File: src/rtl/ils_instr_decoder.sv
`default_nettype none
// ============================================================================
// Module   : ils_instr_decoder
// Brief    : Decodes the I-type ALU, load and store encodings of the
//            instruction stream. Records pass through a 2-entry output FIFO,
//            and each class has a saturating retire counter.
//            Optional macro ILS_DEC_NOP_FILTER_EN drops canonical NOPs at
//            the input and counts them on cnt_nop.
// Revision : 1.0 - initial release
// ============================================================================
module ils_instr_decoder #(
   parameter int CNT_W     = 16,
   parameter int BUF_DEPTH = 2
) (
   input  logic             clk,
   input  logic             reset,
   input  logic             in_valid,
   output logic             in_ready,
   input  logic [31:0]      in_instr,
   output logic             out_valid,
   input  logic             out_ready,
   output logic [1:0]       out_class,
   output logic [4:0]       out_rd,
   output logic [4:0]       out_rs1,
   output logic [4:0]       out_rs2,
   output logic [2:0]       out_funct3,
   output logic [31:0]      out_imm,
`ifdef ILS_DEC_NOP_FILTER_EN
   output logic [CNT_W-1:0] cnt_nop,
`endif
   output logic [CNT_W-1:0] cnt_alu,
   output logic [CNT_W-1:0] cnt_load,
   output logic [CNT_W-1:0] cnt_store,
   output logic [CNT_W-1:0] cnt_illegal
);

   localparam logic [6:0] c_op_alui  = 7'b0010011;
   localparam logic [6:0] c_op_load  = 7'b0000011;
   localparam logic [6:0] c_op_store = 7'b0100011;

   localparam logic [1:0] c_cls_alu     = 2'd0;
   localparam logic [1:0] c_cls_load    = 2'd1;
   localparam logic [1:0] c_cls_store   = 2'd2;
   localparam logic [1:0] c_cls_illegal = 2'd3;

   localparam logic [CNT_W-1:0] c_cnt_max = '1;

   typedef struct packed {
      logic [1:0]  cls;
      logic [4:0]  rd;
      logic [4:0]  rs1;
      logic [4:0]  rs2;
      logic [2:0]  funct3;
      logic [31:0] imm;
   } rec_t;

   typedef enum logic [1:0] {
      ST_EMPTY = 2'd0,
      ST_ONE   = 2'd1,
      ST_TWO   = 2'd2
   } buf_state_t;

   generate
      if (BUF_DEPTH != 2) begin : g_bad_depth
         $error("ils_instr_decoder: BUF_DEPTH must be 2");
      end
   endgenerate

   buf_state_t            r_state;
   buf_state_t            w_state_nxt;
   rec_t                  r_head;
   rec_t                  r_tail;
   rec_t                  w_dec;
   logic [3:0][CNT_W-1:0] r_cnt;
   logic [1:0]            w_count;
   logic                  w_accept;
   logic                  w_push;
   logic                  w_pop;
   logic                  w_head_from_in;
   logic                  w_head_from_tail;
   logic                  w_tail_from_in;
   logic [6:0]            w_op;
   logic [2:0]            w_f3;
   logic [6:0]            w_hi7;

   // ---------------------------------------------------------------------
   // Field decode (purely combinational on the incoming word)
   // ---------------------------------------------------------------------
   assign w_op  = in_instr[6:0];
   assign w_f3  = in_instr[14:12];
   assign w_hi7 = in_instr[31:25];

   // Illegal records keep the I-type layout so the raw fields stay visible.
   always_comb begin
      w_dec        = '0;
      w_dec.cls    = c_cls_illegal;
      w_dec.rd     = in_instr[11:7];
      w_dec.rs1    = in_instr[19:15];
      w_dec.rs2    = 5'd0;
      w_dec.funct3 = w_f3;
      w_dec.imm    = {{20{in_instr[31]}}, in_instr[31:20]};
      case (w_op)
         c_op_alui: begin
            if ((w_f3 == 3'd1 && w_hi7 != 7'b0000000) ||
                (w_f3 == 3'd5 && w_hi7 != 7'b0000000 && w_hi7 != 7'b0100000))
               w_dec.cls = c_cls_illegal;
            else
               w_dec.cls = c_cls_alu;
         end
         c_op_load: begin
            if (w_f3 == 3'd3 || w_f3 == 3'd6 || w_f3 == 3'd7)
               w_dec.cls = c_cls_illegal;
            else
               w_dec.cls = c_cls_load;
         end
         c_op_store: begin
            if (w_f3 <= 3'd2) begin
               w_dec.cls = c_cls_store;
               w_dec.rd  = 5'd0;
               w_dec.rs2 = in_instr[24:20];
               w_dec.imm = {{20{in_instr[31]}}, in_instr[31:25], in_instr[11:7]};
            end
         end
         default: w_dec.cls = c_cls_illegal;
      endcase
   end

   // ---------------------------------------------------------------------
   // Handshake and buffer control
   // ---------------------------------------------------------------------
   always_comb begin
      case (r_state)
         ST_EMPTY: w_count = 2'd0;
         ST_ONE:   w_count = 2'd1;
         default:  w_count = 2'd2;
      endcase
   end

   assign in_ready  = (int'(w_count) < BUF_DEPTH);
   assign out_valid = (r_state != ST_EMPTY);
   assign w_accept  = in_valid && in_ready;
   assign w_pop     = out_valid && out_ready;

`ifdef ILS_DEC_NOP_FILTER_EN
   logic                  w_is_nop;
   logic [CNT_W-1:0]      r_cnt_nop;

   assign w_is_nop = (in_instr == 32'h0000_0013);
   assign w_push   = w_accept && !w_is_nop;
   assign cnt_nop  = r_cnt_nop;

   always_ff @(posedge clk or posedge reset) begin
      if (reset)
         r_cnt_nop <= '0;
      else if (w_accept && w_is_nop && r_cnt_nop != c_cnt_max)
         r_cnt_nop <= r_cnt_nop + 1'b1;
   end
`else
   assign w_push = w_accept;
`endif

   // Slot 0 is always the head; slot 1 only ever holds the second record.
   always_comb begin
      w_state_nxt      = r_state;
      w_head_from_in   = 1'b0;
      w_head_from_tail = 1'b0;
      w_tail_from_in   = 1'b0;
      case (r_state)
         ST_EMPTY: begin
            if (w_push) begin
               w_state_nxt    = ST_ONE;
               w_head_from_in = 1'b1;
            end
         end
         ST_ONE: begin
            case ({w_push, w_pop})
               2'b10: begin
                  w_state_nxt    = ST_TWO;
                  w_tail_from_in = 1'b1;
               end
               2'b01:   w_state_nxt    = ST_EMPTY;
               2'b11:   w_head_from_in = 1'b1;
               default: w_state_nxt    = ST_ONE;
            endcase
         end
         ST_TWO: begin
            if (w_pop) begin
               w_state_nxt      = ST_ONE;
               w_head_from_tail = 1'b1;
            end
         end
         default: w_state_nxt = ST_EMPTY;
      endcase
   end

   always_ff @(posedge clk or posedge reset) begin
      if (reset) begin
         r_state <= ST_EMPTY;
         r_head  <= '0;
         r_tail  <= '0;
      end else begin
         r_state <= w_state_nxt;
         if (w_head_from_in)
            r_head <= w_dec;
         else if (w_head_from_tail)
            r_head <= r_tail;
         if (w_tail_from_in)
            r_tail <= w_dec;
      end
   end

   // Retire counters advance on the pop, indexed by the departing class.
   always_ff @(posedge clk or posedge reset) begin
      if (reset)
         r_cnt <= '0;
      else if (w_pop && r_cnt[r_head.cls] != c_cnt_max)
         r_cnt[r_head.cls] <= r_cnt[r_head.cls] + 1'b1;
   end

   assign out_class   = r_head.cls;
   assign out_rd      = r_head.rd;
   assign out_rs1     = r_head.rs1;
   assign out_rs2     = r_head.rs2;
   assign out_funct3  = r_head.funct3;
   assign out_imm     = r_head.imm;

   assign cnt_alu     = r_cnt[c_cls_alu];
   assign cnt_load    = r_cnt[c_cls_load];
   assign cnt_store   = r_cnt[c_cls_store];
   assign cnt_illegal = r_cnt[c_cls_illegal];

endmodule
`default_nettype wire

File: config.mk
export PLATFORM = sky130hd
export DESIGN_NAME = ils_instr_decoder
export DESIGN_NICKNAME = d
export VERILOG_FILES = /design/src/rtl/ils_instr_decoder.sv
export SDC_FILE = /design/constraint.sdc
export NUM_CORES = 1
export LEC_CHECK = 0
export CAP_MARGIN = 20
export CORE_MARGIN = 2
export CORE_UTILIZATION = 53
export CTS_BUF_LIST = sky130_fd_sc_hd__clkbuf_8 sky130_fd_sc_hd__clkbuf_16
export CTS_CLUSTER_SIZE = 10
export DETAILED_ROUTE_END_ITERATION = 16
export GPL_TIMING_DRIVEN = 0
export PLACE_DENSITY = 0.94
export SETUP_SLACK_MARGIN = 0.1
export SYNTH_ARGS = -nofsm -noshare
export SYNTH_HDL_FRONTEND = slang
export SYNTH_SLANG_ARGS = --single-unit
File: constraint.sdc
create_clock -name clk -period 12.2 [get_ports clk]
set_clock_uncertainty 0.15 [all_clocks]
set_input_delay 1.83 -clock clk [delete_from_list [all_inputs] [get_ports clk]]
set_output_delay 1.83 -clock clk [all_outputs]
set_load 0.01 [all_outputs]
# Yosys cells after proc, flatten, opt, wreduce, memory -nomap -nowiden
# Index checks and enable logic that the tools add are counted.
# W data, S select, Z words.
dict set report totals {
  reg_bits 150
}
dict set report classes {
  n_addsub 1
  order_cmp 4
  eq_ne 18
  muxes 28
  n_reduce_logical 15
}
# cell count
set op_table {}
lappend op_table {{$mux W52} 2}
lappend op_table {{$bwmux W64} 1}
lappend op_table {{$bmux W16 S2} 1}
lappend op_table {{$demux W16 S2} 1}
lappend op_table {{$mux W16} 2}
lappend op_table {{$mux W5} 5}
lappend op_table {{$pmux W2 S3} 3}
lappend op_table {{$add A16 B1 Y16 const B} 1}
lappend op_table {{$ne A16 B16 Y1 const B} 1}
lappend op_table {{$eq A3 B3 Y1 const B} 3}
lappend op_table {{$mux W2} 4}
lappend op_table {{$eq A7 B2 Y1 const B} 1}
lappend op_table {{$eq A7 B5 Y1 const B} 1}
lappend op_table {{$eq A7 B6 Y1 const B} 1}
lappend op_table {{$logic_and A1 B1 Y1} 7}
lappend op_table {{$ne A7 B6 Y1 const B} 1}
lappend op_table {{$reduce_bool A7 Y1} 1}
lappend op_table {{$eq A2 B2 Y1 const B} 3}
lappend op_table {{$mux W1} 6}
lappend op_table {{$mux W6} 1}
lappend op_table {{$ne A2 B2 Y1 const B} 3}
lappend op_table {{$eq A2 B1 Y1 const B} 2}
lappend op_table {{$pmux W2 S2} 1}
lappend op_table {{$reduce_bool A2 Y1} 2}
lappend op_table {{10 further kinds} 12}

# Depth between registers and ports, before layout
# Gate-level depths: netlist of run 1.
dict set report depth {
  depth_word 8
  depth_mapped 11
}

# Least setup slack after synthesis of run 1
# OpenSTA, ideal clock, no wires.
dict set report synth_timing {
  path_type {input -> register}
  startpoint {input out_ready}
  endpoint {register r_head (netlist bit out_rd[0])}
  arrival_ns 3.468
  required_time_ns 11.983
  setup_slack_ns 8.516
  cell_stages 9
  path_buffers 1
  path_cell_list {nand2_1 -> inv_2 -> ha_1 -> mux2i_1 -> nor2_1 -> nor2_1 -> clkbuf_1 -> a22oi_1 -> nand2_1}
}
dict set report synth_between {
  elab_chain_cells 5
  word_cells_on_any_way 8
  cone_classes {eq/ne: 1; mux: 5; reduce/logical: 2}
}
# element line_no
set synth_rtl {}
lappend synth_rtl {{from (decl)} 21} ;# input logic out_ready,
lappend synth_rtl {{$logic_and A1 B1 Y1 (*)} 142} ;# assign w_pop = out_valid && out_ready;
lappend synth_rtl {{$eq A2 B2 Y1} 176} ;# case ({w_push, w_pop})
lappend synth_rtl {{$mux W1} 176}
lappend synth_rtl {{$pmux W1 S2} 168} ;# case (r_state)
lappend synth_rtl {{$mux W52 or $reduce_bool A2 Y1 (tied branches)} -}
lappend synth_rtl {{to (signal assigned)} 204} ;# r_head <= w_dec;
lappend synth_rtl {{to (signal assigned)} 206} ;# r_head <= r_tail;
lappend synth_rtl {{to (decl)} 71} ;# rec_t r_head;
# Every way passes the cells marked *; elsewhere a longest branch is shown, timed or not.
# A chain may end at the register's enable or synchronous reset.

# Final worst setup path of run 1
dict set report layout_timing {
  startpoint {input out_ready}
  endpoint {register r_head (netlist bit out_imm[10])}
}
# The elaborated chain is that of the path after synthesis.

==> summary.txt, run 1 <==
CTS
  • H-tree Lvls: 4
  • Resize count post-CTS: 0
  • TritonCTS clock tree: built
  • TritonCTS Sinks: 130
  • Worst skew pair latency: 0.42 ns
  • TritonCTS buffer count: 17
  • Hold Buf Count CTS: 0
  • Longest Clk Path Bufs: 2
  • CTS Root Cell: clkbuf_16
  • CTS clk-pin slew, worst paths: 0.06 ns
  • Setup repair bufs after CTS: 0

Worst setup path
  • CP required: 12.41 ns
  • Type of origin of the critical path: primary input
  • Crit Path Category: primary input to register
  • CP max stage delay: 0.63 ns
  • Critical path's slowest cell: nor2_1
  • Most used cell, CP: nand2_1
  • Setup crit end kind: register
  • Max FO, Critical Path: 10
  • WP data arrival: 4.71 ns
  • Crit-path cells: clkdlybuf4s50_1 -> nand2_1 -> inv_2 -> ha_1 -> mux2i_1 -> nor2_1 -> nor2_1 -> clkbuf_1 -> nand2_1 -> nand2_1

STA
  • Minimum clock period: 4.50 ns
  • Period utilization: between 30 and 40%
  • Worst setup margin: 7.70 ns
  • Hold Fails Final Rpt: 0
  • RSZ-0062 raised after global routing: false
  • Least-Margin Pin Slew: 0.752 ns
  • Setup Viol. Count Final: 0
  • Max_slew headroom: 49.7%
  • Final Slew Violations: 0
  • Final setup TNS: 0 ns
  • Max Freq: 222 MHz

Floorplan
  • # IOs: 154
  • Site Rows: 39
  • Core Region: 0.0113 mm²
  • Initial Util: 53.7%
  • Die Width: 111 µm
  • Die area: between 0.01 and 0.015 mm²
  • Die H: 111 µm

Routing
  • Remaining antenna violation count: 0
  • Via count: about 5.2k
  • Wirelength per Cell: 19.1 µm
  • Drt via density: 5.85
  • DRT Pass-1 Iters: 6
  • DR iter-0 viols: 533
  • Total wire length: 17.1 mm
  • DRC: 0

Global routing
  • Total gr overflow: 0
  • Initial antenna violation count: 0
  • First-pass GRT wire length: 28.1 mm
  • Number of global-route vias before repair: 5450
  • Largest net degree at the start of global routing: 78
  • Total GRT Usage: 28.9%

Synth
  • Post-synth EDFFs: 0
  • Largest area contributor in the synthesized netlist: dfrtp_1
  • Area share of the leading cell type in the synthesized netlist: 53.7%
  • Cells after Synth: 566
  • Most used DFF post-synth: dfrtp_1
  • Post-synthesis async set-or-reset flop share: 100%
  • Syn Nets: 605
  • Main area contributors after synthesis: dfrtp_1, mux4_2, a21oi_1
  • Synth Area in Compound Gates: around 14%
  • Adder-cell share of the synthesized area: 0.620%
  • XOR/XNOR Fraction of Synth Area: 2.02%
  • Sequential fraction of the synthesis area: a little over half
  • Avg Synthesized Cell Area: 10.7 µm²
  • Synth Area in Simple Gates: 13.1%
  • Mux cell area share after synthesis: 10.3%
  • Distinct cells, synth: 40
  • Synth Cell Area: 0.00606 mm²
  • Yosys reg bits: 130
  • Synth warnings: 0
  • Largest family of logic cells by synthesized area: compound AO/OA/AOI/OAI gates

Power
  • LEAKAGE: 3.61 nW
  • VDD IR max: 0.164 mV
  • Cell Pwr Density: 311 mW/mm²

Placed design
  • IO Port Bufs: 153
  • Post-DP HPWL: 12.0 mm
  • Pre-CTS setup slack: 7.33 ns
  • Post-placement cell area: 0.00780 mm²
  • GP Congestion: ~0.91

Finish
  • N_diodes: 0
  • Area Growth Syn to Fin: 38.8%
  • Share of layout cells above drive strength 1: between 10 and 15%
  • Post-route cell area: 0.00840 mm²
  • Layout Nets: 778

Flow run
  • Max-Cap Viols: 0

Outcome
  • Status: completed

Min path
  • Min-Delay Path Class: register to register
## stage by stage
step,power (W),std cells,util (%),hold WS (ns)
global route,0.00276,895,74.6,0.365
global placement,0.00201,862,68.9,0.309
detailed placement,0.00208,863,69.2,0.319
floorplan,0.00149,566,-,0.300
CTS,0.00261,895,74.6,0.332
finish,0.00261,895,74.6,0.329
## cell usage in the layout, fill, tap and decap left out, types with 7 or more instances in the layout
| cell type | synthesis | layout |
|---|---|---|
| buf_6 | 10 | 10 |
| a211oi_1 | 7 | 7 |
| o21ai_0 | 16 | 16 |
| xnor2_1 | 8 | 8 |
| nand2_1 | 77 | 77 |
| and3_1 | 7 | 7 |
| clkdlybuf4s50_1 | 0 | 153 |
| nor2_1 | 70 | 70 |
| clkbuf_1 | 14 | 14 |
| o21ai_1 | 7 | 7 |
| buf_4 | 20 | 20 |
| clkbuf_16 | 0 | 17 |
| mux4_2 | 16 | 16 |
| nand3_1 | 12 | 12 |
| a22oi_1 | 26 | 26 |
| a21oi_1 | 68 | 68 |
| dfrtp_1 | 130 | 130 |
| mux2_2 | 14 | 14 |
## cell usage after synthesis, drive strengths merged, types with 7 or more instances
library cell  number
inv                8
nand2             77
mux2              18
xnor2              8
nand3             12
a22oi             26
o21ai             23
mux4              16
dfrtp            130
and3               7
a21oi             68
nor2              71
clkbuf            14
buf               39
a211oi             7
## logic make-up after synthesis
| kind of cell | count (synthesis) |
|---|---|
| and+or+nand+nor | 187 |
| AOI/OAI and AO/OA | 131 |
| DFF | 130 |
| buffers and inverters | 61 |
| muxes | 40 |
| xor gates and xnor gates | 14 |
| adders and majority gates | 3 |
## where the power goes
group	leakage (nW)	switching, W	total [W]	internal (W)
Combinational	1.79	0.000651	0.00131	0.000659
Clock	0.290	0.000198	0.000521	0.000323
Sequential	1.53	0.000156	0.000784	0.000628
## metal layers
metal / part of all wire (%) / track usage [%] / up-vias
li1: - / - / 2297
met1: 38 / 35.7 / 2580
met2: 52 / 50.3 / 317
met3: 8.9 / 7.55 / 38
met4: 1.7 / 8.50 / 0
met5: 0 / 0 / -
## sequential cells by signal, summed over array words and instances (netlist names), 3 cells and up
| name | count |
|---|---|
| cnt_alu | 16 |
| cnt_illegal | 16 |
| cnt_load | 16 |
| cnt_store | 16 |
| out_funct3 | 3 |
| out_imm | 12 |
| out_rd | 5 |
| out_rs1 | 5 |
| out_rs2 | 5 |
| r_tail | 32 |
## critical path, delay by kind of cell
family                   cells  cell delay [ns]
AND/OR/NAND/NOR              5             1.45
buffers and inverters        3             1.02
adder cells (fa/ha/maj)      1             0.23
multiplexers                 1             0.18
## layout make-up
class	instances	area, µm²
clock buffers	17	425
well taps	143	179
plain buffers	53	357
repair buffers	154	1560
inverters	8	35.0
clock inverters	15	180
fillers	728	2870
multi-input cells	375	2420
flip-flops and latches	130	3250
## worst paths after layout
path / from / cells after the start / slack (ns) / endpoint
max: out_ready / 10 / 7.70 / out_imm[10]$_DFFE_PP0P_
max in group asynchronous: reset / 3 / 9.47 / r_tail[4]$_DFFE_PP0P_
max reg2reg: r_state[0]$_DFFE_PP0P_ / 11 / 8.79 / out_imm[10]$_DFFE_PP0P_
min reg2reg: out_imm[7]$_DFFE_PP0P_ / 2 / 0.33 / out_imm[7]$_DFFE_PP0P_
min: out_imm[7]$_DFFE_PP0P_ / 2 / 0.33 / out_imm[7]$_DFFE_PP0P_
min in group asynchronous: reset / 2 / 1.67 / out_imm[7]$_DFFE_PP0P_
Power figures use the tool's default switching activity.
==> run 2, diff against run 1 <==
Settings changed: CORE_UTILIZATION 53 to 49, PLACE_DENSITY 0.94 to 0.88.
Clock period 12.2 ns to 4.4 ns, I/O delays scaled along.
==> summary.txt, run 2 (synthesis results as in run 1) <==
Floorplan
  • Initial Util: 50.2%
  • Site Rows: 40
  • Core Region: approximately 0.012 mm²
  • Die area: 0.0133 mm²
  • Die Width: 115 µm
  • # IOs: 154
  • Die H: approximately 120 µm

Placed design
  • GP Congestion: 0.896
  • IO Port Bufs: approximately 150
  • DP Cell Count: 888
  • Post-DP HPWL: 12.1 mm

Finish
  • Most common cell after layout, fill and taps aside: clkdlybuf4s50_1
  • Most frequent cells in the layout: clkdlybuf4s50_1, dfrtp_1, nand2_1, nor2_1, a21oi_1
  • Share of layout cells above drive strength 1: 13.6%
  • # fillers: 849
  • Layout Nets: slightly below 800
  • Area Growth Syn to Fin: 38.4%
  • Largest register by flop count: r_tail
  • Largest register FFs: 32
  • Final std cells w/o fill: 920
  • N_diodes: 0

Worst setup path
  • Crit Path Category: register to register
  • CP bufs+invs: 3
  • Critical path's slowest cell: nor2_1
  • Crit-path cells: clkbuf_1 -> or2_1 -> nand2_1 -> inv_2 -> ha_1 -> mux2i_1 -> nor2_1 -> nor2_1 -> clkbuf_1 -> a22oi_1 -> nand2_1
  • CP required: 4.61 ns
  • Setup crit end kind: register
  • CP max stage delay: 0.63 ns
  • Max FO, Critical Path: 10
  • Flop-to-flop setup slack: between 1 and 1.5 ns
  • Type of origin of the critical path: register
  • WP data arrival: 3.57 ns
  • Delay-heaviest family, CP: simple AND/OR/NAND/NOR gates

Routing
  • Remaining antenna violation count: 0
  • Wirelength per Cell: between 15 and 20 µm
  • Total wire length: 17.6 mm
  • DRT Pass-1 Iters: 6
  • DRC: 0
  • DR iter-0 viols: 662
  • Drt via density: 5.79
  • Via count: 5325

CTS
  • CTS clk-pin slew, worst paths: 0.06 ns
  • Longest Clk Path Bufs: 2
  • Worst skew pair latency: about 0.42 ns
  • TritonCTS clock tree: built
  • TritonCTS Sinks: 130
  • H-tree Lvls: 4
  • Hold Buf Count CTS: 0
  • Setup repair bufs after CTS: 0
  • CTS Root Cell: clkbuf_16
  • TritonCTS buffer count: 17
  • Resize count post-CTS: 0

STA
  • Minimum clock period: 3.36 ns
  • Final setup TNS: 0 ns
  • Max_slew headroom: 49.5%
  • Least-Margin Pin Slew: roughly 0.76 ns
  • Max Freq: 298 MHz
  • Period utilization: 76.3%
  • Final Slew Violations: 0
  • RSZ-0062 raised after global routing: false
  • Hold Fails Final Rpt: 0
  • Setup Viol. Count Final: 0

Global routing
  • Largest net degree at the start of global routing: 67
  • First-pass GRT wire length: 27.8 mm
  • Total GRT Usage: 27.4%
  • Total gr overflow: 0
  • Number of global-route vias before repair: around 5.4k
  • Initial antenna violation count: 0

Power
  • VDD IR max: 0.460 mV
  • LEAKAGE: 3.62 nW
  • Cell Pwr Density: between 800 and 900 mW/mm²

Min path
  • Min-Delay Path Class: register to register

Outcome
  • Status: completed

Flow run
  • Max-Cap Viols: 0
==> run 2: changes by cell type in the layout (fill, tap and decap cells not counted) <==
| cell | previous run | this run |
|---|---|---|
| bufinv_16 | 3 | 1 |
| clkinv_4 | 2 | 0 |
| inv_1 | 6 | 12 |
| clkinvlp_4 | 3 | 0 |
| clkbuf_8 | 0 | 4 |
| inv_6 | 5 | 1 |
| clkinv_2 | 3 | 4 |
==> run 2: final timing paths <==
check                                        from                       to  cells after the start
setup / recovery           r_state[0]$_DFFE_PP0P_    out_rd[1]$_DFFE_PP0P_                     11
hold / removal             out_imm[6]$_DFFE_PP0P_   out_imm[6]$_DFFE_PP0P_                      2
setup reg to reg           r_state[0]$_DFFE_PP0P_    out_rd[1]$_DFFE_PP0P_                     11
hold reg to reg            out_imm[6]$_DFFE_PP0P_   out_imm[6]$_DFFE_PP0P_                      2
max in group asynchronous                   reset    out_rd[0]$_DFFE_PP0P_                      3
min in group asynchronous                   reset  cnt_alu[14]$_DFFE_PP0P_                      2
==> run 2: worst reg2reg max path: cells and delay by family (launching register included) <==
kind,cells,cell delay (ns)
flops,1,0.35
buf+inv,3,0.70
simple gates,5,1.53
compound gates,1,0.15
mux,1,0.17
fa+ha+maj,1,0.24
==> run 2: per-stage QoR <==
step	util, %	cell area [µm²]	power (W)	hold slack, ns	setup WS (ns)
6_report	69.5	8380	0.00715	0.322	1.04
5_1_grt	69.5	8380	0.00752	0.344	0.760
4_1_cts	69.5	8380	0.00712	0.325	1.10
3_5_place_dp	64.9	7830	0.00577	0.311	0.733
3_3_place_gp	64.6	7800	0.00559	0.313	-1.44
2_1_floorplan	-	6060	0.00414	0.300	0.121
==> run 2: report_power, final <==
part           switching [W]  internal, W
clock               0.000499     0.000818
sequential          0.000437      0.00174
combinational        0.00182      0.00183
total                0.00276      0.00439
==> run 2: area by class of cell <==
class / instances / area [µm²] / share of cell area (%)
multi-input cells: 375 / 2420 / 28.8
plain buffers: 53 / 357 / 4.25
flip-flops and latches: 130 / 3250 / 38.8
repair buffers: 154 / 1560 / 18.6
clock inverters: 11 / 72.6 / 0.866
clock buffers: 21 / 480 / 5.73
well taps: 168 / 210 / 2.51
inverters: 8 / 35.0 / 0.418
==> run 2: routing by layer <==
metal / wire [µm] / GRT usage (%) / part of all wire, % / vias up
met5: 0 / 0 / 0 / -
met4: 350 / 11.2 / 2.0 / 0
met3: 1470 / 6.96 / 8.4 / 37
met2: 9130 / 47.5 / 52 / 336
met1: 6670 / 32.5 / 38 / 2651
li1: - / - / - / 2301
==> RTL edit 1, RTL diff (config.mk and constraints of run 2) <==
Set the parameter `CNT_W` to 32 (it was 16).
--- a/src/rtl/ils_instr_decoder.sv
+++ b/src/rtl/ils_instr_decoder.sv
@@ -9,7 +9,7 @@
 // Revision : 1.0 - initial release
 // ============================================================================
 module ils_instr_decoder #(
-   parameter int CNT_W     = 16,
+   parameter int CNT_W     = 32,
    parameter int BUF_DEPTH = 2
 ) (
    input  logic             clk,
Interface: changed (resized cnt_alu, cnt_illegal, cnt_load and cnt_store); port bits go from 154 to 218. The function was not compared with the original's and may differ.
==> RTL edit 1 against run 2 <==
- power shrank 9.1%
- design area grew 52%
- synthesized cell count grew 31%
- die area grew 55%
- clock power grew 22%
- critical path type unchanged
- setup slack lost 0.72 ns
- global-route usage shrank 2.5 points
- routed wire length grew 41%
- synthesized area grew 57%
- sequential cell count grew 64
==> RTL edit 1: results (changes against run 2) <==
- Worst stage delay on the critical path: 0.52 ns (-0.11 ns)
- Vias per cell: 5.49 (-5.1%)
- Seq/Total Area, Yosys: 51.0% (-2.7 points)
- Post-synthesis compound-gate area fraction: 4.38% (-9.5 points)
- Post-DP HPWL: 18100 um (+50%)
- R2r startpoint: out_class[1]
- Worst Tran Pin Value: 0.784 ns (+0.0287 ns)
- Arrival time at the worst endpoint: 4.24 ns (+0.67 ns)
- Nets@finish: 1020 (+31%)
- WL met1: 10100 um (+52%)
- Share of layout cells above drive strength 1: 18.9% (+5.3 points)
- Dpl cell area: 12100 um2 (+55%)
- Maximum number of pins on one net before global-route repair: 43 (-36%)
- Met1 global-route usage: 32.0% (-0.57 points)
- DR iter-0 viols: 328 (-50%)
- # port buffers: 217 (+42%)
- FF+latch area: 4850 um2 (+49%)
- Internal power: 4.25 mW (-3.1%)
- Lkg Pwr: 6.12 nW (+69%)
- Reg2reg path depth: 14 (+3)
- Placed cell count: 1222 (+38%)
- Area share of fa/ha/maj cells after synthesis: 0.394% (-0.23 points)
- P per Cell Area: 510 nW/um2 (-40%)
- Status: complete, no violations
- Drt total wl: 24800 um (+41%)
- Peak VDD IR: 0.412 mV (-10%)
- Seq pwr: 2.35 mW (+8%)
- Met3 routed wirelength: 1960 um (+33%)
- Routed via count: 6886 (+29%)
- Global-route wire length before repair: 39100 um (+40%)
- Hold path start: r_tail[36]
- Cell family with most CP delay: buffers and inverters
- Top post-synthesis cells by count: 194 x dfrtp_1, 120 x nand2_1, 63 x mux2_1
- Grt met3 use: 6.60% (-0.36 points)
- Fillers: 1385 (+63%)
- Comb power frac: 39.0% (-12 points)
- Drt pass-1 iters: 5 (-1)
- Slowest CP cell: or4b_4
- Placement Setup Slack: 0.265 ns (-0.469 ns)
- Distinct cell type count after synthesis: 54 (+35%)
- Met2 Usage GRT: 41.7% (-5.9 points)
- Post-synthesis xor/xnor area fraction: 2.76% (+0.74 points)
- Met2 routed WL: 12400 um (+36%)
- Mapped Cells: 740 (+31%)
RTL edit 1: area by class of cell:
cell class | count | area share [%]
Buffer | 63 | 3.52
Clock buffer | 17 | 3.34
Clock inverter | 15 | 1.44
Inverter | 24 | 0.736
Multi-Input combinational cell | 459 | 32.5
Sequential cell | 194 | 38.1
Tap cell | 260 | 2.55
Timing Repair Buffer | 222 | 17.8
RTL edit 1: worst paths after layout:
check / slack [ns] / to
worst max-delay path: 0.32 / cnt_store[18]
worst min-delay path: 0.33 / r_tail[36]
worst max register to register: 0.32 / cnt_store[18]
worst min register to register: 0.33 / r_tail[36]
max in group asynchronous: 2.55 / cnt_illegal[15]
min in group asynchronous: 0.46 / r_tail[45]
RTL edit 1: repair_timing:
item,CTS,global route
setup endpoints to repair,0,59
endpoints found under the hold margin,0,0
hold buffers,0,0
resized for setup,0,2
==> RTL edit 2, RTL diff (flow settings as in run 2) <==
Without the edit above. The 3 states of `buf_state_t` get a one-hot encoding in 3 bits.
--- a/src/rtl/ils_instr_decoder.sv
+++ b/src/rtl/ils_instr_decoder.sv
@@ -54,10 +54,10 @@
       logic [31:0] imm;
    } rec_t;
 
-   typedef enum logic [1:0] {
-      ST_EMPTY = 2'd0,
-      ST_ONE   = 2'd1,
-      ST_TWO   = 2'd2
+   typedef enum logic [2:0] {
+      ST_EMPTY = 3'b001,
+      ST_ONE   = 3'b010,
+      ST_TWO   = 3'b100
    } buf_state_t;
 
    generate
Formal check against the unedited RTL: same outputs for any inputs over 4 cycles, from zero or initial values and one cycle with reset high; so few cycles prove little.
==> RTL edit 2 against run 2 <==
- setup slack worse by 0.00066 ns
- sequential power fell by 20%
- sequential cell count rose by 1
- power decreased by 29%
- routed wire length fell by 3.2%
- final cell count fell by 1.7%
- synthesized area rose by 6.5%
- design area is 5.3% higher
- critical path type unchanged
- critical endpoint is now out_imm[9]
==> RTL edit 2: results (changes against run 2) <==
- Status: complete, no violations
- FF-to-FF End: out_imm[9]
- Slowest CP cell: dfstp_2
- WL/cell: 18.9 um (-1.4%)
- Seq pwr: 1.75 mW (-20%)
- Post-CTS setup buffers: 0 (unchanged)
- DR iter-0 viols: 365 (-45%)
- Distinct cell type count after synthesis: 44 (+10%)
- Kind of critical path: flip-flop to flip-flop
- Routed via count: 5034 (-5.5%)
- Internal power: 3.43 mW (-22%)
- Inserted Clock Buffers: 17 (unchanged)
- Met2 Usage GRT: 43.1% (-4.5 points)
- Syn_nets: 588 (-2.8%)
- Max FFs per register: 32 (unchanged)
- Antenna diodes: 0 (unchanged)
- Worst stage delay on the critical path: 0.51 ns (-0.12 ns)
- Nets@finish: 763 (-1.9%)
- Clk pin slew, worst setup/hold paths: 0.06 ns (about the same)
- Arrival time at the worst endpoint: 3.57 ns (about the same)
- Skew-Pair Late Insertion Delay: 0.42 ns (about the same)
- Fraction of registers with async set or reset after synthesis: 100% (unchanged)
- Number of antenna violations at the first check in global routing: 0 (unchanged)
- Top post-synthesis cells by count: 130 x dfrtp_1, 109 x nand2_1, 32 x mux2_4
- Nature of the critical path endpoint: flip-flop
- GRT Total Usage: 25.2% (-2.2 points)
- Hold path start: r_tail[44]
- Peak VDD IR: 0.345 mV (-25%)
- Worst Tran Pin Value: 0.760 ns (+0.00492 ns)
- # port buffers: 153 (unchanged)
- Vias in the first global route: 5337 (-1.1%)
- Hold Crit Depth: 2 (unchanged)
- Post-DP HPWL: 12400 um (+2.7%)
- Global-route wire length before repair: 27700 um (-0.52%)
- CTS root buf: clkbuf_16
- Hold endpoint: r_tail[44]
- Synth warnings: 0 (unchanged)
- Main area contributors after synthesis: dfrtp_1 50%, mux2_4 7.4%, nand2_1 6.3%, mux2_1 4.2%, mux4_2 3.1%
- Drt pass-1 iters: 6 (unchanged)
- Met1 global-route usage: 29.9% (-2.6 points)
- Comb power frac: 38.3% (-13 points)
- Number of nets with antenna violations after routing: 0 (unchanged)
- Max clock buf depth: 2 (unchanged)
- Dpl cell area: 8260 um2 (+5.5%)
- Maximum number of pins on one net before global-route repair: 43 (-36%)
- Seq/Total Area, Yosys: 50.8% (-2.9 points)
- Reg with most FFs: r_tail
- Lkg Pwr: 4.11 nW (+14%)
- Share of the synthesized area in the top cell type: 50.4% (-3.3 points)
- GP Congestion: 0.913 (+2.0%)
- R2r startpoint: r_state[0]
- Reg2reg path depth: 12 (+1)
- Worst reg-to-reg setup slack: 1.04 ns (about the same)
- Grt met3 use: 6.81% (-0.15 points)
- H-tree Lvls: 4 (unchanged)
- Share of layout cells above drive strength 1: 15.0% (+1.5 points)
- PostCTS Resize Cnt: 0 (unchanged)
- CP max FO: 10 (unchanged)
- Worst min-delay path class: flip-flop to flip-flop
-- RTL edit 2: cell families (layout without fill, tap and decap cells) --
| family | count (synthesis) | after routing | share of synthesized area (%) |
|---|---|---|---|
| buffers and inverters | 62 | 246 | 5.45 |
| flip-flops | 131 | 131 | 50.8 |
| adder cells (fa/ha/maj) | 4 | 4 | 0.776 |
| multiplexers | 92 | 92 | 20.8 |
| AO/OA/AOI/OAI | 60 | 60 | 5.88 |
| XOR/XNOR | 19 | 19 | 2.58 |
| AND/OR/NAND/NOR | 180 | 180 | 13.7 |
-- RTL edit 2: critical path: cells and delay by family (launching register included) --
family / cells / cell delay (ns)
buf+inv: 4 / 0.90
fa+ha+maj: 1 / 0.26
flops: 1 / 0.51
compound gates: 1 / 0.13
simple gates: 6 / 1.34
-- RTL edit 2: stage by stage --
| step | hold WS, ns | worst slack (ns) | power, mW | instances | utilization (%) |
|---|---|---|---|---|---|
| after floorplan | 0.296 | 1.50 | 2.78 | 548 | - |
| after global placement | 0.308 | 0.883 | 3.59 | 873 | 64.5 |
| after detailed placement | 0.313 | 0.780 | 3.69 | 876 | 64.9 |
| after CTS | 0.329 | 1.02 | 5.07 | 904 | 69.4 |
| after global routing | 0.352 | 0.653 | 5.29 | 904 | 69.4 |
| final | 0.330 | 1.04 | 5.04 | 904 | 69.4 |
-- RTL edit 2: layout make-up --
cell class | count | area, um2
Timing Repair Buffer | 156 | 1590
Clock inverter | 7 | 83.8
Tap cell | 172 | 215
Fill cell | 915 | 3900
Clock buffer | 21 | 480
Sequential cell | 131 | 3280
Buffer | 47 | 295
Inverter | 15 | 60.1
Multi-Input combinational cell | 355 | 2820
-- RTL edit 2: layer usage --
layer	part of all wire [%]	wire (um)
met3	7.5	1280
met1	40	6750
met5	0	0
met2	51	8720
met4	1.8	315
